`src/rtl/prio_arb_pkg.sv`:
```
//============================================================================
// Module      : prio_arb_pkg
// Description : Shared types and helpers for the priority arbiter array.
// Revision    : 1.0 - initial release
//============================================================================
`default_nettype none

package prio_arb_pkg;

    typedef enum logic [0:0] {
        ST_IDLE  = 1'b0,
        ST_GRANT = 1'b1
    } state_t;

    // Upper bound on channel count supported by the rotate helper
    localparam int MAX_CH = 64;

    function automatic int chWidth(input int numCh);
        return (numCh > 1) ? $clog2(numCh) : 1;
    endfunction

    function automatic int prioMax(input int prioW);
        return (1 << prioW) - 1;
    endfunction

    // Index of the first set bit at or after start, wrapping at numCh
    function automatic int rrFirst(input logic [MAX_CH-1:0] cand,
                                   input int numCh,
                                   input int start);
        int         sum;
        logic [5:0] idx;
        rrFirst = 0;
        for (int k = MAX_CH - 1; k >= 0; k--) begin
            if (k < numCh) begin
                sum = start + k;
                if (sum >= numCh) sum = sum - numCh;
                idx = sum[5:0];
                if (cand[idx]) rrFirst = sum;
            end
        end
    endfunction

endpackage

`default_nettype wire

```
`src/rtl/prio_arb_array_if.sv`:
```
//============================================================================
// Module      : prio_arb_array_if
// Description : Configuration, request and grant-handshake bundle.
// Revision    : 1.0 - initial release
//============================================================================
`default_nettype none

interface prio_arb_array_if
    import prio_arb_pkg::*;
#(
    parameter int NUM_CH = 8,
    parameter int PRIO_W = 2
);
    localparam int CH_W = chWidth(NUM_CH);

    logic [NUM_CH-1:0]        we;
    logic [PRIO_W-1:0]        prio_in;
    logic [NUM_CH*PRIO_W-1:0] prio_out;
    logic [NUM_CH-1:0]        req;
    logic                     gnt_valid;
    logic                     gnt_ready;
    logic [CH_W-1:0]          gnt_id;
    logic [PRIO_W-1:0]        gnt_prio;

    modport master (
        output we, prio_in, req, gnt_ready,
        input  prio_out, gnt_valid, gnt_id, gnt_prio
    );

    modport slave (
        input  we, prio_in, req, gnt_ready,
        output prio_out, gnt_valid, gnt_id, gnt_prio
    );

endinterface

`default_nettype wire

```
`src/rtl/prio_entry.sv`:
```
//============================================================================
// Module      : prio_entry
// Description : One channel's priority register plus optional age counter
//               (age counter present only when PRIO_AGING_EN is defined).
// Revision    : 1.0 - initial release
//============================================================================
`default_nettype none

module prio_entry
    import prio_arb_pkg::*;
#(
    parameter int PRIO_W    = 2,
    parameter int AGE_W     = 4,
    parameter int AGE_LIMIT = 15
) (
    input  wire logic              clk,
    input  wire logic              reset,
    input  wire logic              i_we,
    input  wire logic [PRIO_W-1:0] i_prioIn,
    input  wire logic              i_req,
    input  wire logic              i_hsHit,
    output logic      [PRIO_W-1:0] o_prioStored,
    output logic      [PRIO_W-1:0] o_prioEff
);

    logic [PRIO_W-1:0] r_prio;

    always_ff @(posedge clk or negedge reset) begin
        if (!reset) r_prio <= '0;
        else if (i_we) r_prio <= i_prioIn;
    end

    assign o_prioStored = r_prio;

`ifdef PRIO_AGING_EN
    logic [AGE_W-1:0] r_age;

    always_ff @(posedge clk or negedge reset) begin
        if (!reset) begin
            r_age <= '0;
        end else if (!i_req || i_hsHit) begin
            r_age <= '0;
        end else if (r_age != {AGE_W{1'b1}}) begin
            r_age <= r_age + 1'b1;
        end
    end

    // Starved channels compete at top urgency; the stored value is untouched
    assign o_prioEff = (r_age >= AGE_W'(AGE_LIMIT)) ? PRIO_W'(prioMax(PRIO_W)) : r_prio;
`else
    logic w_unused;
    assign w_unused  = &{1'b0, i_req, i_hsHit, AGE_W[0], AGE_LIMIT[0]};
    assign o_prioEff = r_prio;
`endif

endmodule

`default_nettype wire

```
`src/rtl/prio_arb_array.sv`:
```
//============================================================================
// Module      : prio_arb_array
// Description : Priority register file with max-priority round-robin
//               arbiter and valid/ready grant. Optional aging: PRIO_AGING_EN.
// Revision    : 1.0 - initial release
//============================================================================
`default_nettype none

module prio_arb_array
    import prio_arb_pkg::*;
#(
    parameter int NUM_CH    = 8,
    parameter int PRIO_W    = 2,
    parameter int AGE_W     = 4,
    parameter int AGE_LIMIT = 15
) (
    input wire logic         clk,
    input wire logic         reset,
    prio_arb_array_if.slave  bus
);

    localparam int CH_W = chWidth(NUM_CH);

    state_t                   r_state;
    logic                     r_gntValid;
    logic [CH_W-1:0]          r_gntId;
    logic [PRIO_W-1:0]        r_gntPrio;
    logic [CH_W-1:0]          r_rrPtr;

    logic [PRIO_W-1:0]        w_prioStored [NUM_CH];
    logic [PRIO_W-1:0]        w_prioEff    [NUM_CH];
    logic [NUM_CH*PRIO_W-1:0] w_prioFlat;
    logic [PRIO_W-1:0]        w_maxPrio;
    logic [NUM_CH-1:0]        w_cand;
    logic [CH_W-1:0]          w_winner;
    logic [CH_W-1:0]          w_rrNext;
    logic                     w_hs;

    assign w_hs = r_gntValid && bus.gnt_ready;

    for (genvar i = 0; i < NUM_CH; i++) begin : g_entry
        prio_entry #(
            .PRIO_W    (PRIO_W),
            .AGE_W     (AGE_W),
            .AGE_LIMIT (AGE_LIMIT)
        ) u_entry (
            .clk          (clk),
            .reset        (reset),
            .i_we         (bus.we[i]),
            .i_prioIn     (bus.prio_in),
            .i_req        (bus.req[i]),
            .i_hsHit      (w_hs && (r_gntId == CH_W'(i))),
            .o_prioStored (w_prioStored[i]),
            .o_prioEff    (w_prioEff[i])
        );
    end

    always_comb begin
        w_prioFlat = '0;
        w_maxPrio  = '0;
        w_cand     = '0;
        for (int i = 0; i < NUM_CH; i++) begin
            w_prioFlat[i*PRIO_W +: PRIO_W] = w_prioStored[i];
            if (bus.req[i] && (w_prioEff[i] > w_maxPrio)) w_maxPrio = w_prioEff[i];
        end
        for (int i = 0; i < NUM_CH; i++) begin
            w_cand[i] = bus.req[i] && (w_prioEff[i] == w_maxPrio);
        end
    end

    if (NUM_CH == 1) begin : g_single
        logic w_unused;
        assign w_unused = &{1'b0, w_cand, r_rrPtr};
        assign w_winner = '0;
        assign w_rrNext = '0;
    end else begin : g_multi
        assign w_winner = CH_W'(rrFirst(MAX_CH'(w_cand), NUM_CH, int'(r_rrPtr)));
        assign w_rrNext = (r_gntId == CH_W'(NUM_CH - 1)) ? '0 : r_gntId + 1'b1;
    end

    // Winner is taken from pre-write register values, so same-cycle writes
    // only affect the next arbitration.
    always_ff @(posedge clk or negedge reset) begin
        if (!reset) begin
            r_state    <= ST_IDLE;
            r_gntValid <= 1'b0;
            r_gntId    <= '0;
            r_gntPrio  <= '0;
            r_rrPtr    <= '0;
        end else begin
            case (r_state)
                ST_IDLE: begin
                    if (|bus.req) begin
                        r_gntId    <= w_winner;
                        r_gntPrio  <= w_prioStored[w_winner];
                        r_gntValid <= 1'b1;
                        r_state    <= ST_GRANT;
                    end
                end
                ST_GRANT: begin
                    if (w_hs) begin
                        r_rrPtr    <= w_rrNext;
                        r_gntValid <= 1'b0;
                        r_state    <= ST_IDLE;
                    end
                end
                default: r_state <= ST_IDLE;
            endcase
        end
    end

    assign bus.prio_out  = w_prioFlat;
    assign bus.gnt_valid = r_gntValid;
    assign bus.gnt_id    = r_gntId;
    assign bus.gnt_prio  = r_gntPrio;

endmodule

`default_nettype wire

```
`src/flat_wrapper.sv`:
```
// flat-port wrapper written by rule: the top's interface ports become plain ports
module prio_arb_array_flat import prio_arb_pkg::*;
#(
    parameter int NUM_CH    = 8,
    parameter int PRIO_W    = 2,
    parameter int AGE_W     = 4,
    parameter int AGE_LIMIT = 15
)
  (clk, reset, bus_we, bus_prio_in, bus_req, bus_gnt_ready, bus_prio_out, bus_gnt_valid, bus_gnt_id, bus_gnt_prio);
  prio_arb_array_if #(.NUM_CH(NUM_CH), .PRIO_W(PRIO_W)) bus_i ();
  input wire logic clk;
  input wire logic reset;
  input wire logic [$bits(bus_i.we)-1:0] bus_we;
  input wire logic [$bits(bus_i.prio_in)-1:0] bus_prio_in;
  input wire logic [$bits(bus_i.req)-1:0] bus_req;
  input wire logic [$bits(bus_i.gnt_ready)-1:0] bus_gnt_ready;
  output wire logic [$bits(bus_i.prio_out)-1:0] bus_prio_out;
  output wire logic [$bits(bus_i.gnt_valid)-1:0] bus_gnt_valid;
  output wire logic [$bits(bus_i.gnt_id)-1:0] bus_gnt_id;
  output wire logic [$bits(bus_i.gnt_prio)-1:0] bus_gnt_prio;
  assign bus_i.we = bus_we;
  assign bus_i.prio_in = bus_prio_in;
  assign bus_i.req = bus_req;
  assign bus_i.gnt_ready = bus_gnt_ready;
  assign bus_prio_out = bus_i.prio_out;
  assign bus_gnt_valid = bus_i.gnt_valid;
  assign bus_gnt_id = bus_i.gnt_id;
  assign bus_gnt_prio = bus_i.gnt_prio;
  prio_arb_array #(.NUM_CH(NUM_CH), .PRIO_W(PRIO_W), .AGE_W(AGE_W), .AGE_LIMIT(AGE_LIMIT)) u_core (.clk(clk), .reset(reset), .bus(bus_i));
endmodule
```
`config.mk`:
```
export PLATFORM = sky130hd
export DESIGN_NAME = prio_arb_array_flat
export DESIGN_NICKNAME = d
export VERILOG_FILES = /design/src/rtl/prio_arb_pkg.sv /design/src/rtl/prio_arb_array_if.sv /design/src/rtl/prio_entry.sv /design/src/rtl/prio_arb_array.sv /design/src/flat_wrapper.sv
export SDC_FILE = /design/constraint.sdc
export NUM_CORES = 1
export LEC_CHECK = 0
export BUFFER_PORTS_ARGS = -buffer_cell sky130_fd_sc_hd__buf_2
export CELL_PAD_IN_SITES_DETAIL_PLACEMENT = 2
export CELL_PAD_IN_SITES_GLOBAL_PLACEMENT = 2
export CORE_MARGIN = 10
export CORE_UTILIZATION = 39
export DETAILED_ROUTE_END_ITERATION = 7
export PLACE_DENSITY_LB_ADDON = 0.2
export SLEW_MARGIN = 20
export SYNTH_ARGS = -nofsm -noshare
export SYNTH_HDL_FRONTEND = slang
export SYNTH_HIERARCHICAL = 1
export SYNTH_SLANG_ARGS = --single-unit
```
`constraint.sdc`:
```
create_clock -name clk -period 16.05 [get_ports clk]
set_clock_uncertainty 0.2 [all_clocks]
set_input_delay 0.8025 -clock clk [delete_from_list [all_inputs] [get_ports clk]]
set_output_delay 0.8025 -clock clk [all_outputs]
set_load 0.005 [all_outputs]
```
==> summary.log <==
qor: floorplanning.boundaryPins 43
qor: route.via_to_cell_ratio 6.27
qor: route.detailroute.via_count 3202
qor: route.drt_drc_violations_left 0
qor: route.drt_first_pass_iters 4
qor: synth.netlist_area_pre_place 3340 µm²
qor: clock_network.cts.path.max_buffers 2
qor: cells_and_area.nNetsFinal 449
qor: min_path.worstHoldPathType reg2reg
qor: cells_and_area.most_common_cell_after_layout_fill_and_taps_aside sky130_fd_sc_hd__buf_2
qor: placement.buffers_on_ports 42
qor: clock_network.cts_post_setup_buffers_inserted 0
qor: sta.max_clock_freq 0.0813 GHz
qor: placement.routabilityCongestion 0.877
qor: power_and_ir_drop.power_density 231 nW/µm²
qor: min_path.worstHoldStart u_core/r_state
qor: clock_network.cts_tree built
qor: job.cap_viol_max_count 0
qor: min_path.worstHoldEndpoint u_core/bus.gnt_valid
qor: cells_and_area.drive_above_1_share 23.4%
qor: sta.layout_min_cycle_time 12300 ps
qor: critical_path.reg2reg_depth 54
qor: sta.maxSlewViolCount 0
qor: sta.post-route-period-util 76.6%
qor: floorplanning.dieWidth 112 µm
qor: critical_path.timing.setup.critical_path_class in2reg
qor: power_and_ir_drop.switching_power 445 µW
qor: global_routing.antenna_found_initial 0
qor: route.routedLengthMet1 5370 µm
qor: floorplanning.row_count 33
qor: cells_and_area.postLayoutCoreUtil 43.6%
qor: critical_path.r2r-end u_core/bus.gnt_prio[0]
qor: critical_path.timing.critical_path.arrival 12260 ps
qor: clock_network.cts-htree-levels 1
qor: critical_path.critical_path.startpoint_type primary input
qor: sta.timing_worst_slew_pin_value 781 ps
qor: route.routed_wl 11600 µm
qor: placement.dp_hpwl 9150 µm
qor: min_path.whs_path_depth 1
qor: cells_and_area.area_taken_by_flip_flops_and_latches 651 µm²
qor: critical_path.critPathMaxFanout 10
qor: route.route.met3.wl 530 µm
qor: global_routing.grt_max_degree 27
qor: synth.avgSynthCellArea 8.71 µm²
qor: power_and_ir_drop.internal_power_of_the_cells 389 µW
qor: route.postRouteAntennaNets 0
qor: clock_network.worst_skew_pair.late_latency 280 ps
qor: global_routing.globalRouteOverflowTotal 0
qor: critical_path.timing.critical_path.mode_cell sky130_fd_sc_hd__ha_1
qor: critical_path.crit_path_end_kind register
qor: floorplanning.die_h 112 µm
qor: sta.final-setup-viol-count 0
qor: power_and_ir_drop.p_comb_share 79.2%
qor: clock_network.cts_bufs_inserted 3
qor: clock_network.number_of_buffers_added_to_fix_hold_violations_after_cts 0
qor: clock_network.clock_sinks 26
qor: floorplanning.floorplan.die_area 12700 µm²
qor: critical_path.critical_path.max_stage_delay 530 ps
qor: sta.hold_violations_final 0
qor: sta.max-slew-margin-rel 47.9%
qor: global_routing.grt_pass1_vias 3592
qor: route.wire_per_inst 22.8 µm
qor: power_and_ir_drop.power.static_leakage 1.56 nW
qor: global_routing.grt_first_pass_wirelength 19400 µm
qor: cells_and_area.most-common-layout-cells 42 x sky130_fd_sc_hd__buf_2, 38 x sky130_fd_sc_hd__nand2_1, 26 x sky130_fd_sc_hd__dfrtp_1
qor: critical_path.r2r_slack 3860 ps
qor: power_and_ir_drop.peakVddDrop 0.000116 V
qor: synth.post_synth_inst_count 383
qor: synth.mappedNetlistNets 425
qor: power_and_ir_drop.power.switching_fraction 53.4%
qor: cells_and_area.fillCellCount 950
qor: cells_and_area.insertedDiodeCount 0
qor: sta.grt_setup_unrepaired no
qor: power_and_ir_drop.clock_network_power_share 6.5%
qor: route.met2_wirelength 5520 µm
qor: clock_network.clock-root-buffer sky130_fd_sc_hd__clkbuf_8
qor: synth.yosys_warnings 6
qor: cells_and_area.multi_input_comb_area 2450 µm²
qor: cells_and_area.syn2layout_area_growth 7.99%
qor: clock_network.cts.repair.resized 0
qor: route.drt_iter0_markers 138
qor: floorplanning.core_area 8260 µm²
qor: critical_path.worst_r2r_startpoint u_core/g_entry[0].u_entry/o_prioEff[1]
qor: route.route.top_layer_used met4
qor: floorplanning.start_util 40.4%
qor: global_routing.grt_use_total 18.4%
qor: power_and_ir_drop.power.share.sequential 14.3%
qor: critical_path.slowest_stage sky130_fd_sc_hd__mux4_2
qor: critical_path.critical_path_required 16010 ps
qor: sta.tns 0 ps
qor: outcome.status complete, no violations
qor: clock_network.cts.reportedPaths.clkPinSlew 80 ps
==> worst max path at each step <==
stage / slack (ps) / endpoint / depth (start not counted) / start
after floorplan: 5580 / u_core/bus.gnt_prio[1] / 54 / bus_req[0]
after global placement: 4180 / u_core/bus.gnt_prio[1] / 54 / bus_req[0]
after detailed placement: 3610 / u_core/bus.gnt_prio[0] / 55 / bus_req[0]
after CTS: 3770 / u_core/bus.gnt_prio[0] / 55 / bus_req[0]
after global routing: 2520 / u_core/bus.gnt_prio[0] / 55 / bus_req[0]
final: 3750 / u_core/bus.gnt_prio[0] / 55 / bus_req[0]
==> sequential cells by signal, indices dropped and copies added (netlist names) <==
name / cells
u_core/r_state: 1
u_core/bus.gnt_id: 3
u_core/bus.gnt_valid: 1
u_core/bus.gnt_prio: 2
u_core/r_rrPtr: 3
u_core/g_entry.u_entry/o_prioEff: 16
==> power by group through the flow <==
stage                     Clock, mW  Combinational (mW)  Sequential (mW)
after CTS                    0.0556               0.655            0.120
final                        0.0546               0.660            0.119
after global placement            0               0.617            0.118
after global routing         0.0584               0.722            0.124
after detailed placement          0               0.642            0.121
after floorplan                   0               0.506           0.0954
==> critical path: cells and delay by family <==
kind | cells | cell delay, ps
fa+ha+maj | 7 | 1600
compound gates | 27 | 6600
buf+inv | 3 | 270
mux | 2 | 740
simple gates | 16 | 2220
==> metrics by stage <==
stage / hold slack (ps) / instance area (µm²) / worst slack [ps] / std cells / power, mW
2_1_floorplan: 253 / 3340 / 5580 / 383 / 0.601
3_3_place_gp: 283 / 3530 / 4180 / 507 / 0.736
3_5_place_dp: 294 / 3530 / 3610 / 507 / 0.763
4_1_cts: 302 / 3600 / 3770 / 511 / 0.830
5_1_grt: 337 / 3600 / 2520 / 511 / 0.904
6_report: 296 / 3600 / 3750 / 511 / 0.834
==> metal layers <==
metal  vias up  track usage [%]
met5         -                0
met4         0             5.33
met3        15             3.35
met2        69             31.1
met1      1641             23.3
li1       1477                -
==> area by class of cell <==
type	instances	share of cell area, %
sequential	26	18.1
inverter	24	2.50
multi-input combinational	310	68.0
clock buffer	3	1.15
timing repair buffer	42	5.84
tap	105	3.65
clock inverter	1	0.834
No activity file was read; power rests on OpenSTA's default activity.
